==> src/rtl/sam_pwm_tx_if.sv <==
// Bundled request/line signals between a frame source and the SAM pulse-width transmitter.
// The source drives start/data/len; the transmitter drives the serial line and status flags.
interface sam_pwm_tx_if #(
    parameter int MSG_W = 8,
    parameter int LEN_W = 4
);
    logic             start;
    logic [MSG_W-1:0] data;
    logic [LEN_W-1:0] len;
    logic             str;
    logic             busy;
    logic             done;

    modport master (
        output start, data, len,
        input  str, busy, done
    );

    modport slave (
        input  start, data, len,
        output str, busy, done
    );
endinterface

==> src/rtl/sam_pwm_tx.sv <==
// SAM pulse-width transmitter: serialises data[len-1:0] MSB-first as high/low symbol pairs
// on str, then a terminator pulse and a low gap, then pulses done for one cycle.
// Optional feature macro: SAM_TX_PARITY_EN adds an even-parity symbol after data[0].
module sam_pwm_tx #(
    parameter int MSG_W   = 8,
    parameter int LEN_W   = 4,
    parameter int T_HI1   = 12,
    parameter int T_LO1   = 4,
    parameter int T_HI0   = 4,
    parameter int T_LO0   = 12,
    parameter int TERM_HI = 2,
    parameter int GAP     = 4
) (
    input  logic         clk,
    input  logic         reset,
    sam_pwm_tx_if.slave  bus
);

    // Legal timing set; anything else is rejected when the design is elaborated.
    localparam bit CFG_OK =
        (T_HI1 >= 1) && (T_LO1 >= 1) && (T_HI0 >= 1) && (T_LO0 >= 1) &&
        (TERM_HI >= 1) && (GAP >= 1) &&
        (T_HI1 + T_LO1 >= 10) && (T_HI1 + T_LO1 <= 60) &&
        (T_HI0 + T_LO0 >= 10) && (T_HI0 + T_LO0 <= 60) &&
        (T_HI1 >= T_LO1) && (T_HI0 < T_LO0) &&
        (MSG_W < (1 << LEN_W));

    if (!CFG_OK) begin : g_cfg_error
        $error("sam_pwm_tx: illegal timing/width configuration");
    end

    // Run lengths are loaded as T-1; the state moves on when the counter reads 0.
    localparam logic [5:0] HI1_M1  = 6'(T_HI1 - 1);
    localparam logic [5:0] LO1_M1  = 6'(T_LO1 - 1);
    localparam logic [5:0] HI0_M1  = 6'(T_HI0 - 1);
    localparam logic [5:0] LO0_M1  = 6'(T_LO0 - 1);
    localparam logic [5:0] TERM_M1 = 6'(TERM_HI - 1);
    localparam logic [5:0] GAP_M1  = 6'(GAP - 1);
    localparam logic [LEN_W-1:0] LEN_MAX = LEN_W'(MSG_W);

    typedef enum logic [2:0] {IDLE, HIGH, LOW, TERM, GAP_ST} state_t;

    state_t           state_q, state_d;
    logic [5:0]       cnt_q, cnt_d;
    logic [LEN_W-1:0] idx_q, idx_d;
    logic [MSG_W-1:0] data_q, data_d;
    logic             str_q, str_d;
    logic             busy_q, busy_d;
    logic             done_q, done_d;

    logic [LEN_W-1:0] len_c;
    logic [MSG_W-1:0] first_sh, cur_sh, next_sh;
    logic             cur_bit;

    function automatic logic [5:0] hi_m1(input logic b);
        return b ? HI1_M1 : HI0_M1;
    endfunction

    function automatic logic [5:0] lo_m1(input logic b);
        return b ? LO1_M1 : LO0_M1;
    endfunction

    // Oversized requests are clamped to the widest frame the word can hold.
    assign len_c = (bus.len > LEN_MAX) ? LEN_MAX : bus.len;

    // Bit selection by shifting avoids index-width mismatches against the data word.
    assign first_sh = bus.data >> (len_c - 1'b1);
    assign cur_sh   = data_q >> idx_q;
    assign next_sh  = data_q >> (idx_q - 1'b1);

`ifdef SAM_TX_PARITY_EN
    logic par_q, par_d;
    logic par_ph_q, par_ph_d;
    logic in_par;

    // Even parity over exactly the bits that will be sent in this frame.
    always_comb begin
        in_par = 1'b0;
        for (int i = 0; i < MSG_W; i++) begin
            if (i < int'(len_c)) in_par = in_par ^ bus.data[i];
        end
    end

    assign cur_bit = par_ph_q ? par_q : cur_sh[0];
`else
    assign cur_bit = cur_sh[0];
`endif

    // Next-state, next-counter and next-output decode for the symbol sequencer.
    always_comb begin
        // NOTE: every variable gets a default first so no path can infer a latch.
        state_d = state_q;
        cnt_d   = cnt_q;
        idx_d   = idx_q;
        data_d  = data_q;
        str_d   = str_q;
        busy_d  = busy_q;
        done_d  = 1'b0;
`ifdef SAM_TX_PARITY_EN
        par_d    = par_q;
        par_ph_d = par_ph_q;
`endif
        unique case (state_q)
            IDLE: begin
                str_d  = 1'b0;
                busy_d = 1'b0;
                if (bus.start) begin
                    if (len_c != '0) begin
                        data_d  = bus.data;
                        idx_d   = len_c - 1'b1;
                        cnt_d   = hi_m1(first_sh[0]);
                        state_d = HIGH;
                        str_d   = 1'b1;
                        busy_d  = 1'b1;
`ifdef SAM_TX_PARITY_EN
                        par_d    = in_par;
                        par_ph_d = 1'b0;
`endif
                    end else begin
                        // Empty frame: nothing on the line, just acknowledge.
                        done_d = 1'b1;
                    end
                end
            end
            HIGH: begin
                if (cnt_q == '0) begin
                    state_d = LOW;
                    str_d   = 1'b0;
                    cnt_d   = lo_m1(cur_bit);
                end else begin
                    cnt_d = cnt_q - 1'b1;
                end
            end
            LOW: begin
                if (cnt_q == '0) begin
                    if (idx_q != '0) begin
                        idx_d   = idx_q - 1'b1;
                        state_d = HIGH;
                        str_d   = 1'b1;
                        cnt_d   = hi_m1(next_sh[0]);
`ifdef SAM_TX_PARITY_EN
                    end else if (!par_ph_q) begin
                        par_ph_d = 1'b1;
                        state_d  = HIGH;
                        str_d    = 1'b1;
                        cnt_d    = hi_m1(par_q);
`endif
                    end else begin
                        state_d = TERM;
                        str_d   = 1'b1;
                        cnt_d   = TERM_M1;
                    end
                end else begin
                    cnt_d = cnt_q - 1'b1;
                end
            end
            TERM: begin
                if (cnt_q == '0) begin
                    state_d = GAP_ST;
                    str_d   = 1'b0;
                    cnt_d   = GAP_M1;
                end else begin
                    cnt_d = cnt_q - 1'b1;
                end
            end
            GAP_ST: begin
                if (cnt_q == '0) begin
                    state_d = IDLE;
                    busy_d  = 1'b0;
                    done_d  = 1'b1;
                end else begin
                    cnt_d = cnt_q - 1'b1;
                end
            end
            default: begin
                state_d = IDLE;
                str_d   = 1'b0;
                busy_d  = 1'b0;
            end
        endcase
    end

    // State, counters, captured message and registered line outputs.
    always_ff @(posedge clk or negedge reset) begin
        if (!reset) begin
            // NOTE: the captured message word is reset too; it is a small register, not a RAM.
            state_q <= IDLE;
            cnt_q   <= '0;
            idx_q   <= '0;
            data_q  <= '0;
            str_q   <= 1'b0;
            busy_q  <= 1'b0;
            done_q  <= 1'b0;
`ifdef SAM_TX_PARITY_EN
            par_q    <= 1'b0;
            par_ph_q <= 1'b0;
`endif
        end else begin
            // NOTE: non-blocking assignments so every register updates from pre-edge values.
            state_q <= state_d;
            cnt_q   <= cnt_d;
            idx_q   <= idx_d;
            data_q  <= data_d;
            str_q   <= str_d;
            busy_q  <= busy_d;
            done_q  <= done_d;
`ifdef SAM_TX_PARITY_EN
            par_q    <= par_d;
            par_ph_q <= par_ph_d;
`endif
        end
    end

    assign bus.str  = str_q;
    assign bus.busy = busy_q;
    assign bus.done = done_q;

endmodule
==> src/flat_wrapper.sv <==
// flat-port wrapper written by rule: the top's interface ports become plain ports
module sam_pwm_tx_flat 
#(
    parameter int MSG_W   = 8,
    parameter int LEN_W   = 4,
    parameter int T_HI1   = 12,
    parameter int T_LO1   = 4,
    parameter int T_HI0   = 4,
    parameter int T_LO0   = 12,
    parameter int TERM_HI = 2,
    parameter int GAP     = 4
)
  (clk, reset, bus_start, bus_data, bus_len, bus_str, bus_busy, bus_done);
  sam_pwm_tx_if #(.MSG_W(MSG_W), .LEN_W(LEN_W)) bus_i ();
  input  logic clk;
  input  logic reset;
  input wire logic [$bits(bus_i.start)-1:0] bus_start;
  input wire logic [$bits(bus_i.data)-1:0] bus_data;
  input wire logic [$bits(bus_i.len)-1:0] bus_len;
  output wire logic [$bits(bus_i.str)-1:0] bus_str;
  output wire logic [$bits(bus_i.busy)-1:0] bus_busy;
  output wire logic [$bits(bus_i.done)-1:0] bus_done;
  assign bus_i.start = bus_start;
  assign bus_i.data = bus_data;
  assign bus_i.len = bus_len;
  assign bus_str = bus_i.str;
  assign bus_busy = bus_i.busy;
  assign bus_done = bus_i.done;
  sam_pwm_tx #(.MSG_W(MSG_W), .LEN_W(LEN_W), .T_HI1(T_HI1), .T_LO1(T_LO1), .T_HI0(T_HI0), .T_LO0(T_LO0), .TERM_HI(TERM_HI), .GAP(GAP)) u_core (.clk(clk), .reset(reset), .bus(bus_i));
endmodule
==> config.mk <==
export PLATFORM = sky130hd
export DESIGN_NAME = sam_pwm_tx_flat
export DESIGN_NICKNAME = d
export VERILOG_FILES = /design/src/rtl/sam_pwm_tx_if.sv /design/src/rtl/sam_pwm_tx.sv /design/src/flat_wrapper.sv
export SDC_FILE = /design/constraint.sdc
export NUM_CORES = 1
export LEC_CHECK = 0
export BUFFER_PORTS_ARGS = -buffer_cell sky130_fd_sc_hd__buf_2
export CORE_AREA = 2 2 53 60
export CTS_CLUSTER_DIAMETER = 150
export DETAILED_ROUTE_END_ITERATION = 6
export DIE_AREA = 0 0 55 62
export GPL_ROUTABILITY_DRIVEN = 1
export PLACE_DENSITY = 0.9
export SLEW_MARGIN = 10
export SYNTH_ARGS = -nofsm -noshare
export SYNTH_HDL_FRONTEND = slang
export SYNTH_SLANG_ARGS = --single-unit
export TNS_END_PERCENT = 20
==> constraint.sdc <==
create_clock -name clk -period 6.2 [get_ports clk]
set_input_delay 0.93 -clock clk [delete_from_list [all_inputs] [get_ports clk]]
set_output_delay 0.93 -clock clk [all_outputs]
set_load 0.01 [all_outputs]
==> flow_summary.toml, run 1 <==
[outcome]
outcome = "complete, no violations"

[sta]
timing.max_slew.rel_slack = 0.635
layout_worst_path_cycle_share = 0.423
period_needed_ps = 2630
setup_repair_after_global_routing_missed_its_margin = "false"
timing.final.ws_setup_ps = 3570
timing.setup.tns_ps = 0
final-hold-violation-count = 0
fin_skew_ps = 7.24
timing.fmax_mhz = 381
tightestPinTransition_ps = 548
timing.hold.ws_ps = 554
finalSetupViolCount = 0
timing_max_transition_violations_final = 0

[floorplan]
dieHeight_um = 62
initial_core_util = 0.582
io_pins = 18
rows = 21
die-width_um = 55
core-area_sq_um = 2890
die_area_sq_um = 3410

[placement]
finalWeightedCongestion = 0.940
pre_cts_ws_ps = 3270
port_buffer_count = 17
hpwl_um = 2970

[job]
drv_cap = 0

[clock_network]
postCtsHoldBufs = 0
tritoncts.num_buffers = 3
cts.htree.levels = 1
clock_tree.buffer_depth = 2
cts-resized-gates = 0
root_buffer = "sky130_fd_sc_hd__clkbuf_4"
worst_skew_pair_later_pin_latency_ps = 320
clk_transition_reported_paths_ps = 120
clock-sinks = 24
cts.repair_timing.setup_buffer_count = 0
cts_tree = "yes"

[routing]
routed_via_density = 6.49
avgRoutedWirePerCell_um = 17.8
route.antenna.remaining_nets = 0
first_iter_violations = 52
detailedRoute.firstPassIterationCount = 6
wl_um = 3780
remaining_drc_errors = 0
routed-via-count = 1383

[grt]
antenna_found_initial = 0
grt_pass1_wl_um = 6260
grtUsageTotal = 0.255
grt_start_max_net_pins = 25
first_global_vias = 1384
globalRouteOverflowTotal = 0

[yosys]
postSynth.topFlopCell = "sky130_fd_sc_hd__dfrtp_1"
seq_area_frac_synth = 0.357
combinational_family_with_the_most_area_after_synthesis = "simple AND/OR/NAND/NOR gates"
synth.distinct_cells = 52
post_synth_fa_ha_maj_area_fraction = 0.0372
synth_compound_gate_area_share = 0.175
yosys.area_share.xor_xnor = 0.0156
synth_async_sr_flop_share = 1.00
synth_simple_gate_area_frac = 0.209
syn-cell-area_sq_um = 1680
ys_seq_elements = 24
yosys_warnings = 0
gate_count_of_the_mapped_netlist = 167
post-synth-top-area-fraction = 0.357
synth_largest_area_cell = "sky130_fd_sc_hd__dfrtp_1"
ys_top_cells_by_area = "sky130_fd_sc_hd__dfrtp_1 36%, sky130_fd_sc_hd__mux2_2 7.4%, sky130_fd_sc_hd__mux4_2 5.4%"
synthMuxAreaShare = 0.160
synthesis.nets = 187
synth_area_per_cell_sq_um = 10.1
synth_enable_flop_cells = 0

[min_path]
hold_worst_path_end = "u_core.data_q[7]$_DFFE_PN0P_"
worst_hold_path.num_cells = 1
worstHoldStart = "u_core.data_q[7]$_DFFE_PN0P_"
min_path_type = "reg2reg"

[layout]
final_layout_size_suffix_gt1_frac = 0.257
antenna_cells = 0
layout_commonest_cell = "sky130_fd_sc_hd__dfrtp_1"
area_growth_from_synthesis_to_layout_pct = 5.65
top_library_cells_by_usage_in_the_layout_fill_and_taps_aside = "24 x sky130_fd_sc_hd__dfrtp_1, 17 x sky130_fd_sc_hd__buf_2, 11 x sky130_fd_sc_hd__nor2_1, 11 x sky130_fd_sc_hd__mux2_2"
nNetsFinal = 201

[critical_path]
crit_required_ps = 6420
worstSetupEndpointType = "flip-flop"
worst-r2r-setup-slack_ps = 3760
timing.critical_path.arrival_ps = 2850
setup.worst_path.start_class = "input pin"
crit-reg2reg-capture = "u_core.idx_q[0]$_DFFE_PN0P_"
path_class = "in2reg"
worst_r2r_startpoint = "u_core.idx_q[0]$_DFFE_PN0P_"
worstRegToRegCells = 7
crit_fanout = 8

[power_and_ir_drop]
power.density_nw_per_um2 = 139
max-vdd-ir-drop_mv = 0.117
static-leakage-power_nw = 0.762
worst max-delay path by stage:
stage | startpoint | end | slack (ps) | cells after the start
floorplan | bus_len[3] | u_core.cnt_q[3]$_DFFE_PN0P_ | 3600 | 6
global placement | bus_len[3] | u_core.idx_q[0]$_DFFE_PN0P_ | 3390 | 8
detailed placement | bus_len[3] | u_core.idx_q[0]$_DFFE_PN0P_ | 3270 | 8
CTS | bus_len[3] | u_core.idx_q[0]$_DFFE_PN0P_ | 3600 | 8
global route | bus_len[3] | u_core.idx_q[0]$_DFFE_PN0P_ | 3490 | 8
finish | bus_len[3] | u_core.idx_q[0]$_DFFE_PN0P_ | 3570 | 8
kinds of logic after synthesis:
group,count (synthesis)
buffers and inverters,14
multiplexers,20
adder cells (fa/ha/maj),5
AO/OA/AOI/OAI,42
AND/OR/NAND/NOR,59
flip-flops,24
XOR/XNOR,3
flip-flops by register name, summed over array words and instances, names as in the netlist:
name	count
u_core.bus.done	1
u_core.bus.str	1
u_core.bus.busy	1
u_core.state_q	3
u_core.idx_q	4
u_core.cnt_q	6
u_core.data_q	8
cell type report:
| class | instances | area [sq um] |
|---|---|---|
| multi-input cells | 129 | 1000 |
| inverters | 6 | 22.5 |
| clock buffers | 3 | 22.5 |
| repair buffers | 17 | 85.1 |
| flip-flops and latches | 24 | 601 |
| well taps | 34 | 42.5 |
| fillers | 241 | 1110 |
stage by stage:
| stage | util | instances | cell area [sq um] | total power, mW |
|---|---|---|---|---|
| global route | 0.615 | 213 | 1780 | 0.257 |
| CTS | 0.615 | 213 | 1780 | 0.248 |
| finish | 0.615 | 213 | 1780 | 0.247 |
| detailed placement | 0.607 | 210 | 1760 | 0.180 |
| global placement | 0.607 | 210 | 1760 | 0.178 |
| floorplan | - | 167 | 1680 | 0.169 |
cells in the mapped netlist (4+ instances only):
library cell,number
sky130_fd_sc_hd__nor2_1,11
sky130_fd_sc_hd__inv_1,6
sky130_fd_sc_hd__mux2_2,11
sky130_fd_sc_hd__ha_1,5
sky130_fd_sc_hd__nand2b_1,7
sky130_fd_sc_hd__nand2_1,8
sky130_fd_sc_hd__mux4_2,4
sky130_fd_sc_hd__mux2i_1,4
sky130_fd_sc_hd__dfrtp_1,24
sky130_fd_sc_hd__nand3_1,7
sky130_fd_sc_hd__a21oi_1,10
sky130_fd_sc_hd__o21ai_0,10
power by group:
group | switching (mW) | leakage, nW | internal (mW)
clock network | 0.0470 | 0.0138 | 0.0228
registers | 0 | 0.315 | 0.157
logic | 0.0109 | 0.433 | 0.00948
routing by layer:
layer  up-vias  GRT usage  part of all wire
li1        648          -                 -
met1       691      0.305              0.40
met2        34      0.473              0.55
met3        10     0.0311             0.027
met4         0     0.0767             0.022
met5         -          0                 0
worst max-delay path: stages:
cell	delay [ps]
sky130_fd_sc_hd__buf_2	120
sky130_fd_sc_hd__nand2b_1	230
sky130_fd_sc_hd__ha_1	230
sky130_fd_sc_hd__or3b_1	240
sky130_fd_sc_hd__nand3b_1	160
sky130_fd_sc_hd__a21boi_2	380
sky130_fd_sc_hd__mux2_4	340
sky130_fd_sc_hd__a31o_2	210
No activity file was read; power rests on OpenSTA's default activity.
==> run 2: changes to the inputs <==
--- a/config.mk
+++ b/config.mk
@@ -6,12 +6,12 @@
 export NUM_CORES = 1
 export LEC_CHECK = 0
 export BUFFER_PORTS_ARGS = -buffer_cell sky130_fd_sc_hd__buf_2
-export CORE_AREA = 2 2 53 60
+export CORE_AREA = 2 2 58 65
 export CTS_CLUSTER_DIAMETER = 150
 export DETAILED_ROUTE_END_ITERATION = 6
-export DIE_AREA = 0 0 55 62
+export DIE_AREA = 0 0 60 67
 export GPL_ROUTABILITY_DRIVEN = 1
-export PLACE_DENSITY = 0.9
+export PLACE_DENSITY = 0.81
 export SLEW_MARGIN = 10
 export SYNTH_ARGS = -nofsm -noshare
 export SYNTH_HDL_FRONTEND = slang
==> constraint.sdc (replaced) <==
create_clock -name clk -period 2.3 [get_ports clk]
set_input_delay 0.345 -clock clk [delete_from_list [all_inputs] [get_ports clk]]
set_output_delay 0.345 -clock clk [all_outputs]
set_load 0.01 [all_outputs]
==> run 2 against run 1 <==
Against the previous run: the flow now finishes with violations (negative hold slack); sequential share of layout area is 1.3 points lower; clock power grew to 3.2 times the previous value; hold slack worse by 560 ps; final cell count is 9.4% higher; core utilization is 6.1 points lower; combinational power grew to 2.6 times the previous value; critical path type is now reg2reg; critical endpoint unchanged.
==> flow_summary.toml, run 2 (synthesis gave the netlist of run 1 again) <==
[placement]
placed_cell_area_sq_um = 1810
hpwl_um = 2610
finalWeightedCongestion = 0.953
port_buffer_count = 17
pre_cts_ws_ps = 161
numPlacedInstances = 229

[sta]
timing.max_slew.rel_slack = 0.640
timing.hold.ws_ps = -10.1
timing.setup.tns_ps = 0
fin_skew_ps = 1.55
setup_repair_after_global_routing_missed_its_margin = "false"
final-hold-violation-count = 22
finalSetupViolCount = 0
period_needed_ps = 1980
timing.final.ws_setup_ps = 317
tightestPinTransition_ps = 539
layout_worst_path_cycle_share = 0.862
timing_max_transition_violations_final = 0
timing.fmax_mhz = 504

[layout]
layout_commonest_cell = "sky130_fd_sc_hd__dfrtp_1"
final_cells = 233
reg_top3 = "u_core.data_q: 8 flops, u_core.cnt_q: 6 flops, u_core.idx_q: 4 flops"
top_register = "u_core.data_q"
nNetsFinal = 206
largest_reg_flops = 8
area_growth_from_synthesis_to_layout_pct = 9.74
antenna_cells = 0
final_core_utilization = 0.554
final_layout_size_suffix_gt1_frac = 0.281
top_library_cells_by_usage_in_the_layout_fill_and_taps_aside = "24 x sky130_fd_sc_hd__dfrtp_1, 17 x sky130_fd_sc_hd__buf_2, 11 x sky130_fd_sc_hd__nor2_1, 11 x sky130_fd_sc_hd__mux2_2"
finish.instance_area_sq_um = 1850

[floorplan]
die-width_um = 60
rows = 22
io_pins = 18
dieHeight_um = 67
core-area_sq_um = 3330
die_area_sq_um = 4020
initial_core_util = 0.505

[clock_network]
cts.repair_timing.setup_buffer_count = 0
cts.htree.levels = 1
cts_tree = "yes"
postCtsHoldBufs = 0
cts-resized-gates = 0
clk_transition_reported_paths_ps = 130
clock-sinks = 24
clock_tree.buffer_depth = 2
root_buffer = "sky130_fd_sc_hd__clkbuf_4"
tritoncts.num_buffers = 3
worst_skew_pair_later_pin_latency_ps = 310

[routing]
detailedRoute.firstPassIterationCount = 4
routed_via_density = 5.68
route.antenna.remaining_nets = 0
remaining_drc_errors = 0
routed-via-count = 1323
avgRoutedWirePerCell_um = 14.7
first_iter_violations = 54
wl_um = 3420

[power_and_ir_drop]
max-vdd-ir-drop_mv = 0.281
power.density_nw_per_um2 = 380
static-leakage-power_nw = 0.795
power.total_mw = 0.701

[outcome]
outcome = "finished, violations left"
failing_checks = "negative hold slack"

[critical_path]
path_class = "reg2reg"
worst_r2r_startpoint = "u_core.idx_q[1]$_DFFE_PN0P_"
crit-reg2reg-capture = "u_core.idx_q[0]$_DFFE_PN0P_"
worstRegToRegCells = 7
worst-r2r-setup-slack_ps = 320
crit_required_ps = 2520
timing.critical_path.arrival_ps = 2200
setup.worst_path.start_class = "flip-flop"
crit_fanout = 4
worstSetupEndpointType = "flip-flop"

[grt]
grt_pass1_wl_um = 5880
first_global_vias = 1308
antenna_found_initial = 0
globalRouteOverflowTotal = 0
grtUsageTotal = 0.194
grt_start_max_net_pins = 25

[min_path]
min_path_type = "in2async"

[job]
drv_cap = 0
-- run 2: cell count changes in the layout (fill, tap and decap cells not counted) --
cell	delta
sky130_fd_sc_hd__buf_4	+5
sky130_fd_sc_hd__clkbuf_8	+1
-- run 2: where the power goes --
| group | switching [mW] | internal, mW | total [mW] |
|---|---|---|---|
| registers | 0 | 0.422 | 0.422 |
| clock network | 0.129 | 0.0967 | 0.226 |
| logic | 0.0268 | 0.0266 | 0.0533 |
| total | 0.156 | 0.545 | 0.701 |
-- run 2: how the worst max path moves through the flow --
stage,startpoint,to,slack [ps],cells after the start
2_1_floorplan,bus_len[3],u_core.cnt_q[3]$_DFFE_PN0P_,290,6
3_3_place_gp,bus_len[3],u_core.cnt_q[3]$_DFFE_PN0P_,190,7
3_5_place_dp,bus_len[3],u_core.cnt_q[3]$_DFFE_PN0P_,160,7
4_1_cts,u_core.cnt_q[0]$_DFFE_PN0P_,u_core.cnt_q[3]$_DFFE_PN0P_,290,8
5_1_grt,u_core.cnt_q[0]$_DFFE_PN0P_,u_core.cnt_q[3]$_DFFE_PN0P_,150,8
6_report,u_core.idx_q[1]$_DFFE_PN0P_,u_core.idx_q[0]$_DFFE_PN0P_,320,7
-- run 2: worst max-delay path: stages (launching register included) --
cell	delay [ps]
sky130_fd_sc_hd__dfrtp_1	440
sky130_fd_sc_hd__inv_1	100
sky130_fd_sc_hd__ha_1	210
sky130_fd_sc_hd__or3b_4	420
sky130_fd_sc_hd__nand4_1	120
sky130_fd_sc_hd__a21boi_2	80
sky130_fd_sc_hd__mux2_4	300
sky130_fd_sc_hd__a31o_2	210
-- run 2: area by class of cell --
class                           instances  area (sq um)
Clock buffer                            4          36.3
Fill cell                             306          1480
Inverter                                6          22.5
Multi-Input combinational cell        129          1000
Sequential cell                        24           601
Tap cell                               48          60.1
Timing Repair Buffer                   22           123
-- run 2: metal layers --
metal  global-route usage  vias up  wire, um
met3               0.0272        4       105
met5                    0        -         0
met2                0.333       25      1730
met1                0.245      637      1540
li1                     -      657         -
met4               0.0667        0        39
